<file path="config.mk">
export PLATFORM = sky130hd
export DESIGN_NAME = vga_gray_window_driver
export DESIGN_NICKNAME = d
export VERILOG_FILES = /design/src/rtl/vga_gray_window_driver.sv
export SDC_FILE = /design/constraint.sdc
export NUM_CORES = 1
export LEC_CHECK = 0
export CAP_MARGIN = 20
export CELL_PAD_IN_SITES_DETAIL_PLACEMENT = 1
export CELL_PAD_IN_SITES_GLOBAL_PLACEMENT = 1
export CORE_UTILIZATION = 39
export CTS_CLUSTER_DIAMETER = 30
export DETAILED_ROUTE_END_ITERATION = 6
export GPL_TIMING_DRIVEN = 0
export PLACE_DENSITY = 0.85
export SYNTH_ARGS = -nofsm -noshare
export SYNTH_HDL_FRONTEND = slang
export SYNTH_SLANG_ARGS = --single-unit
</file>
<file path="constraint.sdc">
create_clock -name i_clk -period 2.25 [get_ports i_clk]
set_clock_uncertainty 0.1 [all_clocks]
set_input_delay 0.225 -clock i_clk [delete_from_list [all_inputs] [get_ports i_clk]]
set_output_delay 0.225 -clock i_clk [all_outputs]
set_load 0.05 [all_outputs]
</file>
<file path="src/rtl/vga_gray_window_driver.sv">
// vga_gray_window_driver
//
// VGA timing generator and pixel formatter for a 1024x768@70Hz display,
// running on a 75 MHz pixel clock. Grayscale pixels are fetched from an
// upstream show-ahead frame buffer. They are shown as a 640x480 window
// centred in the active area. The block drives the VGA sync lines and an
// ADV7123 video DAC.
//
// Optional feature macro: VGA_TEST_PATTERN_EN
//   When defined, the frame buffer is not read (rden held at 0). Inside the
//   window the pixel value becomes (h_cnt - IMG_X0) mod 256, which draws a
//   horizontal gray ramp. Timing, blank_n, clr and latency do not change.
//
// Ports:
//   i_clk                 75 MHz pixel clock
//   i_rst_n               asynchronous active-low reset
//   o_display_image_rden  pixel read/advance strobe to the frame buffer
//   o_display_image_clr   frame-start clear of the upstream read pointer
//   i_display_image_data  8-bit grayscale pixel, show-ahead
//   o_vga_r/g/b           RGB565 taken from pixel[7:3] / [7:2] / [7:3]
//   o_vga_rgb             pixel[2:0] for the DAC LSBs
//   o_vga_hsy, o_vga_vsy  horizontal / vertical sync, active low
//   o_adv7123_blank_n     high only inside the image window
//   o_adv7123_sync_n      composite sync, tied 0
//
// Frame buffer handshake:
//   The buffer presents the current pixel on i_display_image_data before it
//   is requested. In any cycle with rden=1 that pixel is consumed, and the
//   buffer advances its pointer on the same rising clock edge. rden is
//   combinational from the counters. Every output is registered, so all
//   outputs appear one cycle later and stay aligned with one another.
//   A clr pulse resets the buffer pointer to the first pixel of the frame.

module vga_gray_window_driver #(
    parameter int H_ACTIVE = 1024,
    parameter int H_FP     = 24,
    parameter int H_SYNC   = 136,
    parameter int H_BP     = 144,
    parameter int V_ACTIVE = 768,
    parameter int V_FP     = 3,
    parameter int V_SYNC   = 6,
    parameter int V_BP     = 29,
    parameter int IMG_W    = 640,
    parameter int IMG_H    = 480,
    parameter int IMG_X0   = 192,
    parameter int IMG_Y0   = 144
) (
    input  logic       i_clk,
    input  logic       i_rst_n,
    output logic       o_display_image_rden,
    output logic       o_display_image_clr,
    input  logic [7:0] i_display_image_data,
    output logic [4:0] o_vga_r,
    output logic [5:0] o_vga_g,
    output logic [4:0] o_vga_b,
    output logic [2:0] o_vga_rgb,
    output logic       o_vga_hsy,
    output logic       o_vga_vsy,
    output logic       o_adv7123_blank_n,
    output logic       o_adv7123_sync_n
);

    localparam int H_TOTAL = H_ACTIVE + H_FP + H_SYNC + H_BP;
    localparam int V_TOTAL = V_ACTIVE + V_FP + V_SYNC + V_BP;
    localparam int HW      = $clog2(H_TOTAL);
    localparam int VW      = $clog2(V_TOTAL);

    localparam logic [HW-1:0] H_LAST       = HW'(H_TOTAL - 1);
    localparam logic [HW-1:0] H_SYNC_FIRST = HW'(H_ACTIVE + H_FP);
    localparam logic [HW-1:0] H_SYNC_LAST  = HW'(H_ACTIVE + H_FP + H_SYNC - 1);
    localparam logic [HW-1:0] X_FIRST      = HW'(IMG_X0);
    localparam logic [HW-1:0] X_LAST       = HW'(IMG_X0 + IMG_W - 1);

    localparam logic [VW-1:0] V_LAST       = VW'(V_TOTAL - 1);
    localparam logic [VW-1:0] V_SYNC_FIRST = VW'(V_ACTIVE + V_FP);
    localparam logic [VW-1:0] V_SYNC_LAST  = VW'(V_ACTIVE + V_FP + V_SYNC - 1);
    localparam logic [VW-1:0] Y_FIRST      = VW'(IMG_Y0);
    localparam logic [VW-1:0] Y_LAST       = VW'(IMG_Y0 + IMG_H - 1);

    logic [HW-1:0] h_cnt;
    logic [VW-1:0] v_cnt;
    logic          win;
    logic          h_sync;
    logic          v_sync;
    logic          frame_start;
    logic [7:0]    pix;

    // Raster counters: h_cnt wraps every line, v_cnt steps on each h wrap.
    always_ff @(posedge i_clk or negedge i_rst_n) begin
        if (!i_rst_n) begin
            h_cnt <= '0;
            v_cnt <= '0;
        end else if (h_cnt == H_LAST) begin
            h_cnt <= '0;
            v_cnt <= (v_cnt == V_LAST) ? '0 : v_cnt + VW'(1);
        end else begin
            h_cnt <= h_cnt + HW'(1);
        end
    end

    // Decode of the current counter state. Everything below is registered
    // from these signals in the same cycle, so the outputs stay aligned.
    always_comb begin
        win         = (h_cnt >= X_FIRST) && (h_cnt <= X_LAST) &&
                      (v_cnt >= Y_FIRST) && (v_cnt <= Y_LAST);
        h_sync      = (h_cnt >= H_SYNC_FIRST) && (h_cnt <= H_SYNC_LAST);
        v_sync      = (v_cnt >= V_SYNC_FIRST) && (v_cnt <= V_SYNC_LAST);
        frame_start = (h_cnt == '0) && (v_cnt == V_SYNC_FIRST);
    end

`ifdef VGA_TEST_PATTERN_EN
    // Ramp value is the column offset inside the window, wrapped to 8 bits.
    assign pix                  = 8'(16'(h_cnt) - 16'(IMG_X0));
    assign o_display_image_rden = 1'b0;
`else
    assign pix                  = i_display_image_data;
    assign o_display_image_rden = win;
`endif

    // clr is held high during reset so the upstream pointer starts at the
    // first pixel. After reset it pulses once per frame, in step with the
    // falling edge of vsync.
    always_ff @(posedge i_clk or negedge i_rst_n) begin
        if (!i_rst_n) begin
            o_vga_r             <= '0;
            o_vga_g             <= '0;
            o_vga_b             <= '0;
            o_vga_rgb           <= '0;
            o_vga_hsy           <= 1'b1;
            o_vga_vsy           <= 1'b1;
            o_adv7123_blank_n   <= 1'b0;
            o_display_image_clr <= 1'b1;
        end else begin
            o_vga_r             <= win ? pix[7:3] : 5'd0;
            o_vga_g             <= win ? pix[7:2] : 6'd0;
            o_vga_b             <= win ? pix[7:3] : 5'd0;
            o_vga_rgb           <= win ? pix[2:0] : 3'd0;
            o_vga_hsy           <= ~h_sync;
            o_vga_vsy           <= ~v_sync;
            o_adv7123_blank_n   <= win;
            o_display_image_clr <= frame_start;
        end
    end

    assign o_adv7123_sync_n = 1'b0;

endmodule

</file>
==> run_results.csv <==
group,metric,value,unit
outcome,status,"finished clean",
clock_tree,cts_tree,"yes",
timing,fmax,451,MHz
pwr,pwr-share-clk,40.9,%
global_route,antenna_found_initial,0,
drt,antenna_left,0,
pwr,switchingPower,0.000235,W
placement,dp_slack,-0.751,ns
layout,ff_latch_area,830,um2
pwr,power_frac_comb,3.0,%
yosys,ys_warn_count,0,
global_route,grt_pass1_vias,1403,
global_route,grt_first_pass_wirelength,6720,um
floorplanning,start_util,41.6,%
timing,tightest_slew,0.752,ns
global_route,overflow,0,
layout,drive_gt1_share,18.4,%
floorplanning,die_h,68.3,um
yosys,synthArstFlopShare,100,%
clock_tree,cts_sinks,33,
pwr,irDropWorstVdd,0.000255,V
layout,multi_input_area,754,um2
global_route,grt_max_degree,34,
global_route,globalRouteTotalUtil,19.9,%
layout,syn_to_final_growth,31.1,%
layout,final_cell_mix,"clkdlybuf4s50_1, dfrtp_1, nor2_1",
worst_setup_path,cp.arrival,1.89,ns
drt,viasPerCell,5.27,
drt,drt-initial-drc-count,50,
yosys,synth-main-ff-cell,"dfrtp_1",
timing,slew_violations,0,
layout,final_common_cell,"clkdlybuf4s50_1",
layout,diodes,0,
timing,slew_headroom,49.9,%
yosys,syn_inst,175,
timing,period_share,98.4,%
floorplanning,die-area,4660,um2
floorplanning,num_io_pins,35,
timing,setup_violations,0,
placement,dp_cells,258,
layout,instances_no_fill,267,
floorplanning,num_rows,23,
pwr,p_total,0.00106,W
clock_tree,clock_path_buffers,2,
clock_tree,cts_buffers,5,
drt,routedWlPerCell,15.0,um
clock_tree,clock_latency,0.29,ns
timing,period_minus_slack,2.21,ns
yosys,yosys_register_bits,33,
timing,hold_viol,0,
drt,dr_total_vias,1407,
placement,gp_congestion,0.727,
clock_tree,clk_pin_slew,0.07,ns
drt,dr.pass1.iters,4,
pwr,p_per_area,472,nW/um2
floorplanning,core_area,4120,um2
layout,n_fill_cell,482,
worst_setup_path,crit_path_start_kind,"register",
drt,routed_wl,4010,um
timing,fin_ws,0.0351,ns
run,maxCapViolations,0,
yosys,synth_nets,190,
yosys,ys_types,41,
clock_tree,root_buffer,"clkbuf_8",
pwr,intPower,0.000822,W
placement,port_buffers,33,
yosys,avgSynthCellArea,9.78,um2
placement,hpwl,2840,um
yosys,synth_edf_count,0,
hold_path,hold_class,"input pin to register",
floorplanning,die_x,68.3,um
yosys,ys_seq_area_share,48.5,%
worst_setup_path,path_max_fanout,7,
clock_tree,htreeDepth,2,
pwr,swShare,22.3,%
timing,rsz0062_at_grt,"true",
drt,drc_errors,0,
worst_setup_path,crit_type,"register to output pin",
worst_setup_path,cp.required,1.92,ns
pwr,p_leak,1.01,nW
layout,nets,231,
yosys,syn_area,1710,um2
worst_setup_path,crit_path_end_kind,"output pin",
pwr,p_seq_share,56.1,%
layout,final_core_util,54.5,%
-- metal layers --
metal  GRT usage (%)  wire length (um)  vias to the layer above
met5               0                 0                        -
met4            7.81                69                        0
met3            4.67               183                        7
met2            31.9              1940                       39
met1            25.8              1810                      693
li1                -                 -                      668
-- cell families (layout without fill, tap and decap cells) --
logic type	after synthesis	in the layout	synth area share [%]
AND/OR/NAND/NOR	73	73	23.5
adder cells (fa/ha/maj)	5	5	3.65
multiplexers	1	1	0.585
AO/OA/AOI/OAI	22	22	8.33
flip-flops	33	33	48.5
other	1	1	0.219
buffers and inverters	30	72	10.2
XOR/XNOR	10	10	5.12
-- metrics by stage --
step                      area, um2  hold slack, ns  setup TNS, ns
final                          2240           0.401              0
after global routing           2240           0.398        -0.0709
after CTS                      2240           0.393        -0.0113
after detailed placement       2100           0.241         -0.961
after global placement         2100           0.402         -0.695
after floorplan                1710          -0.171              0
-- state kept, by name (all words and copies together), names as in the netlist --
name,count
o_vga_vsy,1
o_vga_g,1
o_vga_rgb,2
o_vga_hsy,1
h_cnt,11
o_display_image_clr,1
v_cnt,10
o_adv7123_blank_n,1
o_vga_b,5
-- cells in the mapped netlist, types with 2 or more instances --
master | n | area share, %
ha_1 | 5 | 3.7
clkbuf_1 | 5 | 1.1
xnor2_1 | 4 | 2.0
inv_1 | 10 | 2.2
buf_6 | 2 | 1.3
xor2_1 | 6 | 3.1
nand4_1 | 4 | 1.5
nand2_1 | 12 | 2.6
or3_1 | 3 | 1.1
nor2_1 | 16 | 3.5
dfrtp_1 | 30 | 44
a21oi_1 | 5 | 1.5
o31ai_1 | 2 | 0.88
nand4b_1 | 2 | 1.0
nand3_1 | 10 | 2.9
buf_4 | 12 | 5.3
dfstp_2 | 3 | 4.6
o21ai_0 | 9 | 2.6
and3_1 | 10 | 3.7
nor3_1 | 4 | 1.2
-- power by group through the flow --
stage,combinational [W],clock [W],sequential (W)
after global placement,0.0000313,0,0.000604
after global routing,0.0000357,0.000474,0.000593
final,0.0000316,0.000433,0.000593
after floorplan,0.00000507,0,0.000605
after detailed placement,0.0000315,0,0.000604
after CTS,0.0000328,0.000449,0.000593
-- cell type report --
class | instances | share of cell area [%]
buffer | 18 | 5.74
clock inverter | 2 | 0.446
tap | 50 | 2.79
multi-input combinational | 112 | 33.6
timing repair buffer | 36 | 15.5
sequential | 33 | 37.0
clock buffer | 6 | 3.23
inverter | 10 | 1.67
-- path summary, 6_finish.rpt --
kind / start / to / slack (ns) / cells past startpoint
max: v_cnt[6] / o_display_image_rden / 0.04 / 6
min: i_display_image_data[4] / o_vga_b[1] / 0.40 / 2
max reg2reg: h_cnt[0] / v_cnt[5] / 0.12 / 6
min reg2reg: h_cnt[0] / h_cnt[0] / 0.43 / 1
max in group asynchronous: i_rst_n / h_cnt[6] / 1.13 / 2
min in group asynchronous: i_rst_n / v_cnt[0] / 0.44 / 2
-- worst max-delay path, stage by stage (launching register included) --
cell	delay (ns)
dfrtp_1	0.33
clkbuf_1	0.28
o31a_1	0.21
nor3_2	0.06
a2111oi_4	0.33
and2_1	0.19
buf_4	0.20
-- timing repair --
action                                  CTS  global route
pin swaps                                 2             1
resized for setup                        11             2
hold buffers                              1             0
endpoints found under the setup margin    3             4
endpoints found under the hold margin    30             0
setup buffers                             2             0
Note: power is estimated with default switching activity, not from simulation.
